### src/rtl/mult_div_pkg.sv
// ---------------------------------------------------------------------------
// mult_div_pkg
// Shared definitions for the iterative multiply/divide unit:
//   - DEFAULT_WIDTH : default operand width
//   - OP_*          : operation codes carried on the 2-bit op port
//   - md_state_e    : FSM state encoding (also visible on the debug port)
//   - op_is_div / op_is_signed : small decode helpers for the op code
// ---------------------------------------------------------------------------
package mult_div_pkg;

  localparam int DEFAULT_WIDTH = 32;

  localparam logic [1:0] OP_MULT  = 2'b00;  // signed multiply
  localparam logic [1:0] OP_MULTU = 2'b01;  // unsigned multiply
  localparam logic [1:0] OP_DIV   = 2'b10;  // signed divide
  localparam logic [1:0] OP_DIVU  = 2'b11;  // unsigned divide

  typedef enum logic [2:0] {
    IDLE = 3'd0,
    PREP = 3'd1,
    RUN  = 3'd2,
    FIX  = 3'd3,
    DONE = 3'd4
  } md_state_e;

  // Bit 1 of the op code selects divide, bit 0 selects unsigned.
  function automatic logic op_is_div(input logic [1:0] code);
    return code[1];
  endfunction

  function automatic logic op_is_signed(input logic [1:0] code);
    return ~code[0];
  endfunction

endpackage

### src/rtl/md_negate.sv
// ---------------------------------------------------------------------------
// md_negate
// Conditional two's-complement negator. Used to take operand magnitudes
// before the iterative step and to restore result signs afterwards.
// Ports:
//   en     : 1 = output the two's complement of value, 0 = pass through
//   value  : WIDTH-bit input
//   result : WIDTH-bit output
// ---------------------------------------------------------------------------
module md_negate #(
  parameter int WIDTH = 32
) (
  input  logic             en,
  input  logic [WIDTH-1:0] value,
  output logic [WIDTH-1:0] result
);

  assign result = en ? (~value + WIDTH'(1)) : value;

endmodule

### src/rtl/mult_div_unit.sv
// ---------------------------------------------------------------------------
// mult_div_unit
// Iterative radix-2 multiply/divide unit (shift-add multiply, restoring
// divide), one step per clock, results in HI/LO registers.
//
// Handshake: start is sampled only when the unit is idle and not busy
// (state IDLE and done low). The accepting edge latches op/src_a/src_b;
// busy is high from the following cycle through the one-cycle done pulse
// inclusive. start while busy is dropped, never queued.
//
// Ports:
//   clock     : rising-edge clock
//   reset     : asynchronous active-low reset
//   start     : operation request
//   op        : 00 MULT, 01 MULTU, 10 DIV, 11 DIVU
//   src_a     : multiplicand / dividend
//   src_b     : multiplier / divisor
//   busy      : operation in flight (includes the done cycle)
//   done      : one-cycle pulse, hi/lo valid
//   div_zero  : sticky divide-by-zero flag, cleared by the next accepted start
//   hi, lo    : result registers (product high/low, or remainder/quotient)
//   fsm_state : debug view of the FSM state
// ---------------------------------------------------------------------------
module mult_div_unit
  import mult_div_pkg::*;
#(
  parameter int WIDTH = DEFAULT_WIDTH
) (
  input  logic             clock,
  input  logic             reset,
  input  logic             start,
  input  logic [1:0]       op,
  input  logic [WIDTH-1:0] src_a,
  input  logic [WIDTH-1:0] src_b,
  output logic             busy,
  output logic             done,
  output logic             div_zero,
  output logic [WIDTH-1:0] hi,
  output logic [WIDTH-1:0] lo,
  output logic [2:0]       fsm_state
);

  localparam int CNT_W = $clog2(WIDTH + 1);
  localparam int AW    = 2 * WIDTH + 1;

  // -------------------------------------------------------------------------
  // State
  // -------------------------------------------------------------------------
  md_state_e        state;
  logic [1:0]       op_q;
  logic [WIDTH-1:0] a_q;
  logic [WIDTH-1:0] b_q;
  logic [AW-1:0]    acc;       // {upper W+1 bits, lower W bits}
  logic [CNT_W-1:0] count;
  logic             neg_res;   // negate product / quotient in FIX
  logic             neg_rem;   // negate remainder in FIX

  // -------------------------------------------------------------------------
  // Operand magnitudes (only signed ops with a negative operand are negated)
  // -------------------------------------------------------------------------
  logic             a_neg;
  logic             b_neg;
  logic [WIDTH-1:0] mag_a;
  logic [WIDTH-1:0] mag_b;

  assign a_neg = op_is_signed(op_q) & a_q[WIDTH-1];
  assign b_neg = op_is_signed(op_q) & b_q[WIDTH-1];

  // The most-negative value negates to itself, which read as unsigned is
  // exactly its magnitude, so no special case is needed.
  md_negate #(.WIDTH(WIDTH)) u_abs_a (
    .en     (a_neg),
    .value  (a_q),
    .result (mag_a)
  );

  md_negate #(.WIDTH(WIDTH)) u_abs_b (
    .en     (b_neg),
    .value  (b_q),
    .result (mag_b)
  );

  // -------------------------------------------------------------------------
  // One radix-2 step
  // -------------------------------------------------------------------------
  // Multiply: multiplier sits in the low half; when its LSB is set the
  // multiplicand is added into the upper W+1 bits, then everything shifts
  // right. The upper part never exceeds W+1 bits, so nothing is lost.
  logic [WIDTH:0]  mul_addend;
  logic [WIDTH:0]  mul_sum;
  logic [AW-1:0]   mul_next;

  // Divide: partial remainder in the upper bits, dividend/quotient in the
  // low half. Shift left, trial-subtract the divisor, keep on no borrow and
  // shift a quotient 1 into the LSB.
  logic [AW-1:0]   div_shift;
  logic [WIDTH:0]  div_trial;
  logic            div_fits;
  logic [AW-1:0]   div_next;

  always_comb begin
    mul_addend = '0;
    if (acc[0]) begin
      mul_addend = {1'b0, mag_b};
    end
    mul_sum  = acc[AW-1:WIDTH] + mul_addend;
    mul_next = {1'b0, mul_sum, acc[WIDTH-1:1]};

    div_shift = {acc[AW-2:0], 1'b0};
    div_fits  = (div_shift[AW-1:WIDTH] >= {1'b0, mag_b});
    div_trial = div_shift[AW-1:WIDTH] - {1'b0, mag_b};
    div_next  = div_shift;
    if (div_fits) begin
      div_next = {div_trial, div_shift[WIDTH-1:1], 1'b1};
    end
  end

  // -------------------------------------------------------------------------
  // Sign restoration for FIX
  // -------------------------------------------------------------------------
  logic [2*WIDTH-1:0] prod_fix;
  logic [WIDTH-1:0]   quot_fix;
  logic [WIDTH-1:0]   rem_fix;

  md_negate #(.WIDTH(2 * WIDTH)) u_fix_prod (
    .en     (neg_res),
    .value  (acc[2*WIDTH-1:0]),
    .result (prod_fix)
  );

  md_negate #(.WIDTH(WIDTH)) u_fix_quot (
    .en     (neg_res),
    .value  (acc[WIDTH-1:0]),
    .result (quot_fix)
  );

  md_negate #(.WIDTH(WIDTH)) u_fix_rem (
    .en     (neg_rem),
    .value  (acc[2*WIDTH-1:WIDTH]),
    .result (rem_fix)
  );

  // -------------------------------------------------------------------------
  // Status outputs
  // -------------------------------------------------------------------------
  // done is registered off the DONE state, so the pulse appears while the
  // FSM is already back in IDLE; busy covers that cycle too.
  assign busy      = (state != IDLE) | done;
  assign fsm_state = state;

  // -------------------------------------------------------------------------
  // FSM and datapath registers
  // -------------------------------------------------------------------------
  always_ff @(posedge clock or negedge reset) begin
    if (!reset) begin
      state    <= IDLE;
      op_q     <= '0;
      a_q      <= '0;
      b_q      <= '0;
      acc      <= '0;
      count    <= '0;
      neg_res  <= 1'b0;
      neg_rem  <= 1'b0;
      done     <= 1'b0;
      div_zero <= 1'b0;
      hi       <= '0;
      lo       <= '0;
    end else begin
      done <= (state == DONE);

      case (state)
        IDLE: begin
          // Ignoring start while done is high keeps the done cycle busy.
          if (start && !done) begin
            op_q     <= op;
            a_q      <= src_a;
            b_q      <= src_b;
            div_zero <= 1'b0;
            state    <= PREP;
          end
        end

        PREP: begin
          neg_res <= a_neg ^ b_neg;
          neg_rem <= a_neg;
          if (op_is_div(op_q) && (b_q == '0)) begin
            div_zero <= 1'b1;
            state    <= DONE;
          end else begin
            acc   <= {{(WIDTH + 1){1'b0}}, mag_a};
            count <= CNT_W'(WIDTH);
            state <= RUN;
          end
        end

        RUN: begin
          acc   <= op_is_div(op_q) ? div_next : mul_next;
          count <= count - CNT_W'(1);
          if (count == CNT_W'(1)) begin
            state <= FIX;
          end
        end

        FIX: begin
          if (op_is_div(op_q)) begin
            hi <= rem_fix;
            lo <= quot_fix;
          end else begin
            hi <= prod_fix[2*WIDTH-1:WIDTH];
            lo <= prod_fix[WIDTH-1:0];
          end
          state <= DONE;
        end

        DONE: begin
          state <= IDLE;
        end

        default: begin
          state <= IDLE;
        end
      endcase
    end
  end

endmodule

### config.mk
export PLATFORM = sky130hd
export DESIGN_NAME = mult_div_unit
export DESIGN_NICKNAME = d
export VERILOG_FILES = /design/src/rtl/mult_div_pkg.sv /design/src/rtl/md_negate.sv /design/src/rtl/mult_div_unit.sv
export SDC_FILE = /design/constraint.sdc
export NUM_CORES = 1
export LEC_CHECK = 0
export CORE_ASPECT_RATIO = 0.6
export CORE_MARGIN = 4
export CORE_UTILIZATION = 50
export CTS_BUF_LIST = sky130_fd_sc_hd__clkbuf_16
export DETAILED_ROUTE_END_ITERATION = 10
export GPL_ROUTABILITY_DRIVEN = 0
export GPL_TIMING_DRIVEN = 0
export PLACE_DENSITY = 0.71
export SYNTH_ARGS = -nofsm -noshare
export SYNTH_HDL_FRONTEND = slang
export SYNTH_SLANG_ARGS = --single-unit
### constraint.sdc
create_clock -name clock -period 10.1 [get_ports clock]
set_clock_uncertainty 0.05 [all_clocks]
set_input_delay 1.515 -clock clock [delete_from_list [all_inputs] [get_ports clock]]
set_output_delay 1.515 -clock clock [all_outputs]
set_load 0.03 [all_outputs]
After elaboration in Yosys (flattened, before gate mapping)
Index checks and enable logic that the tools add are counted.
{ "op_classes": {"magnitude_cmp": 1, "mux": 21, "n_bitwise": 10, "n_reduce_logical": 12, "n_eq_ne": 9, "n_addsub": 8} }
{ "ops": {"columns": ["op", "n"], "rows": [
  ["$mux W32", 7],
  ["$mux W65", 3],
  ["$pmux W65 S2", 1],
  ["$add A32 B1 Y32 const B", 4],
  ["$not A32 Y32", 4],
  ["$add A64 B1 Y64 const B", 1],
  ["$mux W64", 1],
  ["$not A64 Y64", 1],
  ["$add A33 B33 Y33", 1],
  ["$ge A33 B32 Y1", 1],
  ["$sub A33 B32 Y33", 1],
  ["$logic_not A32 Y1", 1],
  ["$pmux W3 S4", 1],
  ["$pmux W6 S2", 1],
  ["$mux W3", 3],
  ["$ne A2 B2 Y1 const B", 4],
  ["$eq A3 B2 Y1 const B", 2],
  ["$eq A6 B1 Y1 const B", 1],
  ["$mux W6", 1],
  ["$reduce_and A2 Y1", 3],
  ["$sub A6 B1 Y6 const B", 1],
  ["$reduce_bool A2 Y1", 2],
  ["$eq A3 B1 Y1 const B", 1],
  ["$eq A3 B3 Y1 const B", 1],
  ["11 further kinds", 14]
]} }
{ "totals": {"in_bits": 69, "reg_bits": 208, "elab_cells": 73} }

Logic depth before layout (Yosys ltp)
Gate-level depths: netlist of run 1.
{ "depth": {"depth_word": 7, "mapped_depth": 21, "ltp_nobuf": 18} }

Hierarchy
From an unflattened synthesis of run 1, not the netlist that was laid out.
{ "unflattened": {"hier_cells": 2069, "area_unflattened_um2": 18147.4} }
{ "modules_own_cells": {"columns": ["mod", "cells_per_inst", "n_inst", "area_per_inst_um2"], "rows": [
  ["mult_div_unit", 1467, 1, 13390.3],
  ["md_negate at u_abs_a ...", 99, 4, 777.0],
  ["md_negate at u_fix_prod", 206, 1, 1649.1]
]} }

Worst setup path before layout of run 1
Ideal clock, no wire load.
{ "synth_path": {"kind": "flip-flop to flip-flop", "from": "register b_q[3]", "to": "register acc[50]", "setup_ns": 0.142, "t_required_ns": 9.908, "path_slack_ns": 5.704, "arrival_time_ns": 4.204, "stages_incl_launch_ff": 21, "cell_sequence": "dfrtp_1 or4_1 nor3_1 and3_1 clkbuf_1 a21oi_1 nor2_1 nand2_1 xnor2_1 ha_1 clkbuf_1 nand3_1 nor2_1 nand2_1 nor4_1 nor4_1 o31ai_1 buf_2 buf_1 mux2i_1 o221ai_1"} }
{ "synth_between": {"elab_chain_len": 7, "word_cells_on_any_way": 14, "cone_classes": "add/sub: 3; order compare: 1; eq/ne: 1; mux: 5; bitwise: 1; reduce/logical: 3"} }
{ "synth_rtl": {"columns": ["item", "line", "source"], "rows": [
  ["start, declared", "mult_div_unit.sv:52", "logic [WIDTH-1:0] b_q;"],
  ["start signal, assigned", "mult_div_unit.sv:177", "b_q <= src_b;"],
  ["$not A32 Y32", "md_negate.sv:18", "assign result = en ? (~value + WIDTH'(1)) : value;"],
  ["$add A32 B1 Y32", "md_negate.sv:18", null],
  ["$mux W32", "md_negate.sv:18", null],
  ["$mux W32 (tied with other cells)", "mult_div_unit.sv:103", "if (acc[0]) begin"],
  ["$add A33 B33 Y33 / $mux W65 (equally long branches)", "mult_div_unit.sv:106, mult_div_unit.sv:113", null],
  ["$mux W65", "mult_div_unit.sv:197", "acc <= op_is_div(op_q) ? div_next : mul_next;"],
  ["$pmux W65 S2", "mult_div_unit.sv:171", "case (state)"],
  ["end signal, assigned", "mult_div_unit.sv:190", "acc <= {{(WIDTH + 1){1'b0}}, mag_a};"],
  ["end signal, assigned", "mult_div_unit.sv:197", null],
  ["end, declared", "mult_div_unit.sv:53", "logic [AW-1:0] acc;"]
]} }
Several ways; a longest one is shown, not always the timed one.
A chain may end at the register's enable or synchronous reset.

Worst setup path in the final report of run 1
{ "layout_path": {"from": "register b_q[3]", "to": "register acc[54]"} }
The elaborated chain is that of the path after synthesis.

==> run summary, run 1 <==
Gates resized during post-CTS repair numbered 0. The global router's overall resource usage is 0.290. The tools report the type of element capturing the critical path as a flop. For the worst endpoint required time, the log shows 10.41 ns. The startpoint of the worst register-to-register path was b_q[3]$_DFFE_PN0P_.

Along the worst path, the maximum fanout reaches 10. STA puts the critical path data arrival time at 6.29 ns. The HPWL after detailed placement is 38200 um. Setup repair after global routing left no endpoint under its margin. The tools report the total count of max-transition violations in the final report as 0.

The number of buffers on the longest clock path was 3; the share of synthesized flip-flops with an asynchronous set or reset was 1.00. The worst hold path class was flop to flop. The number of synthesis warnings was 0.

The slowest cell on the critical path is buf_1. For this run, the leading register cell type out of synthesis is dfrtp_1. The tools report the maximum clock frequency as 167 MHz. From synthesis to final layout, the design area changed by 17.4%.

The number of port buffers was 138. The post-layout net count was 2037. The first detailed-routing pass ran for 6 iterations.

The tools report the portion of the post-synthesis area used by sequential elements as 0.344. The critical path in this run is classified as flop to flop. The initialized floorplan defines 49 standard-cell rows. Entering global routing, the biggest net connects 112 pins. The number of violations reported at the end of detailed-routing iteration 0 was 1668.

In this run the clock root is driven by a clkbuf_16. The count of cells in the finished layout, fillers not included, comes to 2317. Source of the worst hold timing path: hi[27]$_DFFE_PN0P_. The combined area of all synthesized cells was 15100 um^2; the number of instances on the worst hold path was 2. Summing all multi-input logic gate instances after layout gives 9390 um^2.

In the final routed layout, each cell accounts on average for 21.3 um. The top-area cell type share of the netlist area was 0.344. By area the synthesized netlist is led by dfrtp_1 34%, ha_1 5.8%, xnor2_1 5.4%.

For the distinct cell type count after synthesis, the log shows 72. In this run the critical register-to-register path is captured at acc[54]$_DFFE_PN0P_. The logs give 0.506 for the initial standard-cell utilization of the core and 0 for the count of endpoints failing hold in the final timing report. In the routed layout, each cell is associated on average with a via count of 6.18. The number of enable flip-flop cells after synthesis was 0. The highest cell delay on the worst timing path is 0.73 ns, and the setup violation total in the final timing report is 0. The die covers 33200 um^2. Traced cell by cell, the critical path runs through or4_1 -> nor3_1 -> and3_1 -> clkbuf_1 -> a31oi_1 -> a21oi_1 -> xor2_1 -> ha_1 -> clkbuf_1 -> nand3_1 -> nor2_1 -> nand2_1 -> nor4_1 -> nor4_1 -> o31ai_1 -> buf_2 -> buf_1 -> mux2i_1 -> o221ai_1. In the layout the commonest cells are 208 x dfrtp_1, 175 x nand2_1, 160 x o21ai_0. The tools report the core area as 29900 um^2. The count of mapped cells out of synthesis is 1733.

Clock-pin slew was measured on the worst setup and hold paths at 0.06 ns. The number of synthesized register bits works out to 208. The worst slew slack as a fraction of its limit was 0.336. TritonCTS built the clock tree. Number of setup buffers added after CTS: 0.

The die is 143 um tall. Wires add up to 49200 um. For the sink count of the clock tree, the log shows 208.

The worst-case reg-to-reg path depth is 19. The number of nets in the synthesized netlist is 1874. The number of global-route vias before repair is 13400.

Clock tree synthesis inserted a total of 22 buffers. At the later pin of the worst-skew pair, clock insertion delay measures 0.54 ns. The H-tree depth was 1; the die width was 233 um.

In the final layout, flip-flops and latches occupy 5200 um^2. The run finished with clean final reports. The startpoint type of the worst setup path is a flop. The tools report the terminating pin of the worst hold path as hi[27]$_DFFE_PN0P_. The first global-routing pass estimated 76600 um of wire.

The total I/O pin count was 139. Fill cells in the final layout number 2697. The tools report the number of antenna violations at the first check in global routing as 0. 0 antenna diodes ended up in the layout. A synthesized cell averages 8.74 um^2. The period utilization is 0.592. The biggest area contributor in the post-synthesis netlist is dfrtp_1. After detailed routing, the number of remaining DRC violations is 0. Across all layers, the routed design uses 14300 vias. Number of instances in the placed design: 2280.

The layout cell share with drive strength beyond 1 came out at 0.0739. The leading cell type in the layout, fill and taps excluded is dfrtp_1. Worst-case register-to-register setup slack: 4.12 ns. The tool flagged a number of max-cap violations equal to 0. For this design, the CTS-stage hold fixing added 0 buffers.

At the pin with the least slew margin, the transition time is 0.985 ns. The remaining antenna violation count is 0. Summed over all layers, the global routing overflow is 0. The clock period minus worst slack came out at 5.98 ns.
[Yosys cell counts, drive strengths merged, types with 14 or more instances]
cell,instances
a211oi,39
a21o,29
a21oi,137
a31oi,14
and3,14
buf,18
clkbuf,79
dfrtp,208
ha,70
inv,35
mux2,71
mux2i,53
nand2,175
nand3,29
nand4,15
nor2,143
nor3,30
nor4,22
o21ai,166
o31ai,21
o41ai,14
or3,18
xnor2,93
xor2,84
[registers in the layout (all words and copies together) (netlist names)]
name and flops:
acc 65, a_q 32, b_q 32, hi 32, lo 32, count 6, fsm_state 3, op_q 2
div_zero 1, done 1, neg_rem 1, neg_res 1
[critical path, delay by kind of cell (launching register included)]
kind,cells,cell delay (ns)
AO/OA/AOI/OAI,4,0.70
buffers and inverters,4,1.61
adder cells (fa/ha/maj),1,0.20
AND/OR/NAND/NOR,8,2.04
XOR/XNOR,1,0.48
multiplexers,1,0.29
flip-flops,1,0.43
[cell families after synthesis]
group                    count (synthesis)  share of synthesized area
AO/OA/AOI/OAI                          515                      0.210
AND/OR/NAND/NOR                        504                      0.159
flip-flops                             208                      0.344
XOR/XNOR                               177                      0.102
buffers and inverters                  133                     0.0361
multiplexers                           124                     0.0879
adder cells (fa/ha/maj)                 72                     0.0605
[how the worst max path moves through the flow]
stage | start | endpoint | slack, ns | cells after the start
3_5_place_dp | b_q[3]$_DFFE_PN0P_ | acc[55]$_DFFE_PN0P_ | 4.34 | 20
4_1_cts | b_q[3]$_DFFE_PN0P_ | acc[58]$_DFFE_PN0P_ | 4.32 | 20
5_1_grt | b_q[3]$_DFFE_PN0P_ | acc[50]$_DFFE_PN0P_ | 3.74 | 20
3_3_place_gp | reset | b_q[23]$_DFFE_PN0P_ | -1.45 | 1
2_1_floorplan | b_q[3]$_DFFE_PN0P_ | acc[50]$_DFFE_PN0P_ | 5.70 | 20
6_report | b_q[3]$_DFFE_PN0P_ | acc[54]$_DFFE_PN0P_ | 4.12 | 19
[metal layers]
metal | GRT usage | part of all wire
met1 | 0.458 | 0.47
met5 | 0 | 0
met3 | 0.110 | 0.14
met4 | 0.0405 | 0.013
met2 | 0.380 | 0.38
[cell type report]
type                       count  area share
inverter                      36     0.00760
tap                          408      0.0287
clock inverter                14     0.00795
clock buffer                  23      0.0324
sequential                   208       0.293
buffer                        97      0.0232
timing repair buffer         139      0.0795
multi-input combinational   1392       0.528
[stage by stage]
stage	worst slack, ns	hold slack [ns]	setup TNS (ns)	utilization	instance area, um^2
floorplan	5.70	0.433	0	-	15100
finish	4.12	0.425	0	0.594	17800
detailed placement	4.34	0.422	0	0.570	17100
CTS	4.32	0.435	0	0.594	17800
global placement	-1.45	0.412	-292.85	0.569	17000
global route	3.74	0.454	0	0.594	17800
Power of run 1 is left out: the tool's default activity adds up to more than one toggle a clock period on the data nets, which glitch-free logic cannot reach.
==> run 2, diff against run 1 <==
==> constraint.sdc (replaced) <==
create_clock -name clock -period 6.1 [get_ports clock]
set_clock_uncertainty 0.05 [all_clocks]
set_input_delay 0.915 -clock clock [delete_from_list [all_inputs] [get_ports clock]]
set_output_delay 0.915 -clock clock [all_outputs]
set_load 0.03 [all_outputs]
==> run 2 against run 1 <==
- via count is 0.29% lower
- critical path depth rose by 1
- first-iteration DRC count decreased by 1.0%
- count of clock-buffer cells in the layout stayed put
==> run summary, run 2 (synthesis gave the netlist of run 1 again) <==
The setup violation total in the final timing report is 0 (unchanged), and the total I/O pin count is 139 (unchanged). Cell class contributing the biggest share of worst-path delay: simple AND/OR/NAND/NOR gates. The largest fanout of any net on the critical path was 10 (unchanged). The number of hold buffers added after CTS is 0 (unchanged).

For the DRC violation count after routing, the log shows 0 (unchanged). The run finished with clean final reports. TritonCTS built the clock tree. The register clock-pin slew on the reported worst setup and hold paths is 0.06 ns (about the same), and the worst slew slack as a fraction of its limit is 0.328 (-0.00878).

The clock period minus worst slack is 5.72 ns (-0.257 ns), and the count of endpoints failing hold in the final timing report is 0 (unchanged). The sum of net half-perimeters after detailed placement was 38200 um (unchanged). The worst setup path is launched from a flop. The tools report the antenna diode count as 0 (unchanged). STA classifies the critical path endpoint as a flop. The remaining antenna violation count is 0 (unchanged). The logs give 5200 um^2 (unchanged) for the area of all sequential standard cells and 76600 um (unchanged) for the global-route wire length before repair.

The tools report the area taken by multi-input logic gates as 9400 um^2 (+0.16%). The logs give 1 (unchanged) for the H-tree depth and 0.54 ns (about the same) for the clock latency of the later-clocked register in the worst-skew pair. On the critical path, the stage with the largest delay is an instance of or4_1. The slew of the pin with the lowest slew margin came out at 0.998 ns (+0.0130 ns). The global router's overall resource usage is 0.290 (unchanged), and the number of antenna violations at the first check in global routing is 0 (unchanged).

The flip-flop count of the largest register, all copies and words added was 65 (unchanged). The number of violations reported at the end of detailed-routing iteration 0 is 1651 (-1.0%). Leaving out fill and tap cells, the most frequent cell in the layout is dfrtp_1. The post-layout net count is 2037 (unchanged). The die area is 33200 um^2 (unchanged). The sink count of the clock tree is 208 (unchanged), and the layout cell share with drive strength beyond 1 is 0.0760 (+0.00210). The run gives 6.43 ns (-3.98 ns) as the worst endpoint required time. The total grt overflow was 0 (unchanged); the maximum clock frequency was 175 MHz (+4.5%).

Traced cell by cell, the critical path runs through or4_1 -> nor3_1 -> and3_1 -> clkbuf_1 -> a31oi_1 -> a21oi_1 -> xor2_2 -> ha_1 -> clkbuf_1 -> nand3_1 -> nor2_1 -> nand2_1 -> nor4_1 -> nor4_1 -> o31ai_1 -> buf_2 -> buf_2 -> nor2_1 -> a221oi_1 -> o211ai_1. The tools report the post-route cell area as 17800 um^2 (about the same). The number of filler cells placed in the layout was 2696 (-0.037%). Count of TritonRoute iterations in the first routing pass: 8 (+2).

Leaving out fill and tap cells, the most frequent cells in the layout are 208 x dfrtp_1, 175 x nand2_1, 160 x o21ai_0. The number of CTS-inserted buffers was 22 (unchanged); the number of port buffers was 138 (unchanged). More flip-flops sit in one register than any other, and that register is acc. The period utilization was 0.938 (+0.346). The area overhead of the layout relative to synthesis is 17.6% (about the same), and the area after detailed placement is 17100 um^2 (unchanged).

The initial standard-cell utilization of the core came out at 0.506 (unchanged). The count of max-cap constraint violations came out at 0 (unchanged). Clock root buffer: clkbuf_16. The detailed-route wire length per cell was 21.3 um (+0.23%); the die width was 233 um (unchanged).

The number of buffers on the longest clock path was 3 (unchanged); the highest cell delay on the worst timing path was 0.58 ns (-0.15 ns). The setup path with the least slack is of type flop to flop. The number of global-route vias before repair was 13400 (unchanged). The placement row count was 49 (unchanged); the total count of max-transition violations in the final report was 0 (unchanged).

The run gives 29900 um^2 (unchanged) as the core area. The die outline height came out at 143 um (unchanged). The logs give 112 (unchanged) for the pin count of the biggest net entering global routing and 6.05 ns (-0.24 ns) for the data arrival time at the worst-slack endpoint. For the number of vias after detailed routing, the log shows 14300 (-0.29%). The overall routed net length was 49400 um (+0.23%); the via-per-instance ratio was 6.16 (-0.29%). The number of buffer and inverter instances along the worst setup path works out to 4 (unchanged).

The worst hold path class was input pin to async pin.
-- run 2: cell types whose count changed in the layout (fill, tap and decap cells not counted), sizes merged --
| cell | change |
|---|---|
| buf | -2 |
| clkbuf | +2 |
-- run 2: stage by stage --
step	std cells	hold WS, ns	worst slack (ns)	util	setup TNS, ns
after floorplan	1733	0.433	1.70	-	0
after global placement	2279	0.412	-4.85	0.569	-1000.05
after detailed placement	2280	0.422	0.342	0.570	0
after CTS	2317	0.412	0.323	0.594	0
after global routing	2317	0.436	-0.0271	0.595	-0.0271
final	2317	0.376	0.376	0.595	0
-- run 2: layout make-up --
type	instances	area share
multi-input combinational	1392	0.528
sequential	208	0.292
timing repair buffer	139	0.0794
clock buffer	23	0.0323
tap	408	0.0287
buffer	97	0.0233
clock inverter	14	0.00794
inverter	36	0.00759
-- run 2: worst paths after layout --
| path | startpoint | endpoint | slack, ns | depth (start not counted) |
|---|---|---|---|---|
| worst max-delay path | b_q[5]$_DFFE_PN0P_ | acc[62]$_DFFE_PN0P_ | 0.38 | 20 |
| worst min-delay path | reset | lo[5]$_DFFE_PN0P_ | 0.38 | 1 |
| worst max register to register | b_q[5]$_DFFE_PN0P_ | acc[62]$_DFFE_PN0P_ | 0.38 | 20 |
| worst min register to register | hi[27]$_DFFE_PN0P_ | hi[27]$_DFFE_PN0P_ | 0.42 | 2 |
| max in group asynchronous | reset | acc[44]$_DFFE_PN0P_ | 4.56 | 2 |
| min in group clock | hi[27]$_DFFE_PN0P_ | hi[27]$_DFFE_PN0P_ | 0.42 | 2 |
-- run 2: repair_timing --
item,4_1_cts,5_1_grt
gates resized for setup,0,6
endpoints found under the setup margin,0,20
setup buffers,0,0
-- run 2: layer usage --
metal	vias to the layer above	global-route usage	share of wire
met5	-	0	0.0015
met4	3	0.0405	0.012
met3	51	0.110	0.14
met2	752	0.380	0.37
met1	6855	0.458	0.47
li1	6611	-	-
-- run 2: worst reg2reg max path: stages (launching register included) --
cell,delay [ns]
dfrtp_1,0.41
or4_1,0.58
nor3_1,0.42
and3_1,0.22
clkbuf_1,0.26
a31oi_1,0.25
a21oi_1,0.35
xor2_2,0.36
ha_1,0.17
clkbuf_1,0.32
nand3_1,0.12
nor2_1,0.14
nand2_1,0.10
nor4_1,0.37
nor4_1,0.11
o31ai_1,0.08
buf_2,0.32
buf_2,0.39
nor2_1,0.15
a221oi_1,0.26
o211ai_1,0.14
Power of run 2 is left out for the same reason.
==> run 3, diff against run 2 <==
--- a/config.mk
+++ b/config.mk
@@ -13,6 +13,7 @@
 export GPL_ROUTABILITY_DRIVEN = 0
 export GPL_TIMING_DRIVEN = 0
 export PLACE_DENSITY = 0.71
+export REMOVE_ABC_BUFFERS = 1
 export SYNTH_ARGS = -nofsm -noshare
 export SYNTH_HDL_FRONTEND = slang
 export SYNTH_SLANG_ARGS = --single-unit
==> run 3 against run 2 <==
- final area fell by 1.4%
- sequential cell count unchanged
- routed wire length decreased by 11%
- setup slack improved by 0.15 ns
- via count decreased by 5.3%
- utilization is 0.82 points lower
- critical path depth decreased by 4
- fmax grew 2.7%
- register-to-register slack improved by 0.15 ns
- sequential share of layout area is 0.43 points higher
- first-iteration DRC count decreased by 25%
- critical path type unchanged
==> run summary, run 3 (synthesis gave the netlist of run 1 again) <==
For the placement row count, the log shows 49 (unchanged). The total grt overflow is 0 (unchanged). The logs give 16800 um^2 (-1.4%) for the area after detailed placement and 3 (unchanged) for the number of buffers on the longest clock path.

The worst hold path class is input pin to async pin. The period utilization is 0.914 (-0.0243). The flow ran to the end, and the final reports show no timing, DRC or antenna violations. The run gives 5 (-3) as the count of TritonRoute iterations in the first routing pass. Setup repair after global routing left no endpoint under its margin. The tools report the number of violations reported at the end of detailed-routing iteration 0 as 1235 (-25%). The sink count of the clock tree came out at 208 (unchanged). Ranked by flip-flop count, first place goes to acc. For the global-route wire length before repair, the log shows 68400 um (-11%). For the die area, the log shows 33200 um^2 (unchanged).

The run gives 179 MHz (+2.7%) as the maximum clock frequency. The logs give 22 (unchanged) for the number of CTS-inserted buffers and 0 (unchanged) for the total count of max-transition violations in the final report. For the number of antenna violations at the first check in global routing, the log shows 0 (unchanged). The type of element capturing the critical path is a flop. Area overhead of the layout relative to synthesis: 15.9%. The number of instances in the placed design is 2189 (-4.0%), and the number of port buffers is 138 (unchanged).

The library cell used most frequently in the layout, excluding fill and tap cells, is dfrtp_1. The initial standard-cell utilization of the core came out at 0.506 (unchanged). The register clock-pin slew on the reported worst setup and hold paths was 0.06 ns (about the same).

For the number of hold buffers added after CTS, the log shows 0 (unchanged). The die outline height came out at 143 um (unchanged). The total I/O pin count came out at 139 (unchanged). For the count of endpoints failing hold in the final timing report, the log shows 0 (unchanged).

The number of vias after detailed routing came out at 13500 (-5.3%). The largest fanout of any net on the critical path was 17 (+7); the sum of negative setup slack was 0 ns (unchanged). The top cell types in the final layout, fill and taps aside, are 207 x dfrtp_1, 174 x nand2_1, 160 x o21ai_0. TritonCTS built the clock tree. The tools report the post-route cell area as 17600 um^2 (-1.4%). The post-layout net count was 1947 (-4.4%). Data arrival time at the worst-slack endpoint: 5.95 ns (-0.10 ns). For the clock latency of the later-clocked register in the worst-skew pair, the log shows 0.54 ns (about the same). Clock tree synthesis selected as its root buffer the cell clkbuf_16.

The die width is 233 um (unchanged). The H-tree depth is 1 (unchanged), and the pin count of the biggest net entering global routing is 117 (+4.5%). The global router's overall resource usage is 0.256 (-0.0344), and the DRC violation count after routing is 0 (unchanged). The worst setup margin is 0.525 ns (+0.149 ns), and the detailed-route wire length per cell is 19.7 um (-7.7%). The number of global-route vias before repair came out at 12200 (-9.3%).

The flip-flop count of the largest register, all copies and words added came out at 65 (unchanged). The worst endpoint required time was 6.47 ns (+0.04 ns). Minimum setup slack after placement: 0.443 ns (+0.102 ns). For the overall routed net length, the log shows 43800 um (-11%).

The via-per-instance ratio works out to 6.06 (-1.6%). The worst register-to-register path begins at b_q[3]$_DFFE_PN0P_. The startpoint of the worst setup timing path is b_q[3]$_DFFE_PN0P_. Non-filler instance count after layout: 2230 (-3.8%).

The setup violation total in the final timing report was 0 (unchanged); the remaining antenna violation count was 0 (unchanged). The antenna diode count came out at 0 (unchanged). The worst slew slack as a fraction of its limit is 0.133 (-0.194). The critical path is of the flop to flop type. The clock period minus worst slack came out at 5.58 ns (-0.149 ns).

The slew of the pin with the lowest slew margin was 1.30 ns (+0.299 ns); the layout cell share with drive strength beyond 1 was 0.0796 (+0.00363). The startpoint type of the worst setup path was a flop. The core area was 29900 um^2 (unchanged); the sum of net half-perimeters after detailed placement was 34000 um (-11%). The count of max-cap constraint violations came out at 0 (unchanged).
[run 3: timing repair]
item / in CTS / in global routing
setup endpoints to repair: 0 / 6
setup buffers: 0 / 0
gates resized for setup: 0 / 1
[run 3: metal layers]
| layer | vias up | global-route usage | part of all wire |
|---|---|---|---|
| met3 | 45 | 0.0791 | 0.13 |
| met1 | 6365 | 0.430 | 0.50 |
| met2 | 651 | 0.319 | 0.36 |
| li1 | 6452 | - | - |
| met5 | - | 0 | 0 |
| met4 | 0 | 0.0298 | 0.012 |
[run 3: layout make-up]
cell class | count | area (um^2)
clock buffer | 22 | 551
clock inverter | 18 | 158
fill | 2716 | 12400
inverter | 36 | 135
multi-input combinational | 1392 | 9420
sequential | 208 | 5210
tap | 408 | 510
timing repair buffer | 146 | 1570
[run 3: path summary, 6_finish.rpt]
kind	slack, ns	endpoint	cells past startpoint
worst max-delay path	0.52	acc[42]$_DFFE_PN0P_	16
worst min-delay path	0.37	done$_DFF_PN0_	1
worst max register to register	0.52	acc[42]$_DFFE_PN0P_	16
worst min register to register	0.43	lo[11]$_DFFE_PN0P_	2
max in group asynchronous	4.59	lo[2]$_DFFE_PN0P_	2
min in group clock	0.43	lo[11]$_DFFE_PN0P_	2
[run 3: per-stage QoR]
stage          hold slack (ns)  utilization
2_1_floorplan            0.433            -
3_3_place_gp             0.410        0.555
3_5_place_dp             0.421        0.562
4_1_cts                  0.394        0.586
5_1_grt                  0.432        0.587
6_report                 0.368        0.587
[run 3: critical path, stage by stage, from the launching register on]
cell and delay [ns]:
dfrtp_1 0.42, or4_1 0.56, nor3_1 0.37, nand4_1 0.36, o41ai_1 0.41, xor2_1 0.41, ha_1 0.41, a21oi_1 0.18
o21ai_0 0.14, a211oi_1 0.30, nor2_1 0.10, nor4_2 0.55, o31ai_4 0.25, buf_8 0.23, mux2i_1 0.28, a211oi_1 0.15
a31o_2 0.28
Power of run 3 is left out for the same reason.
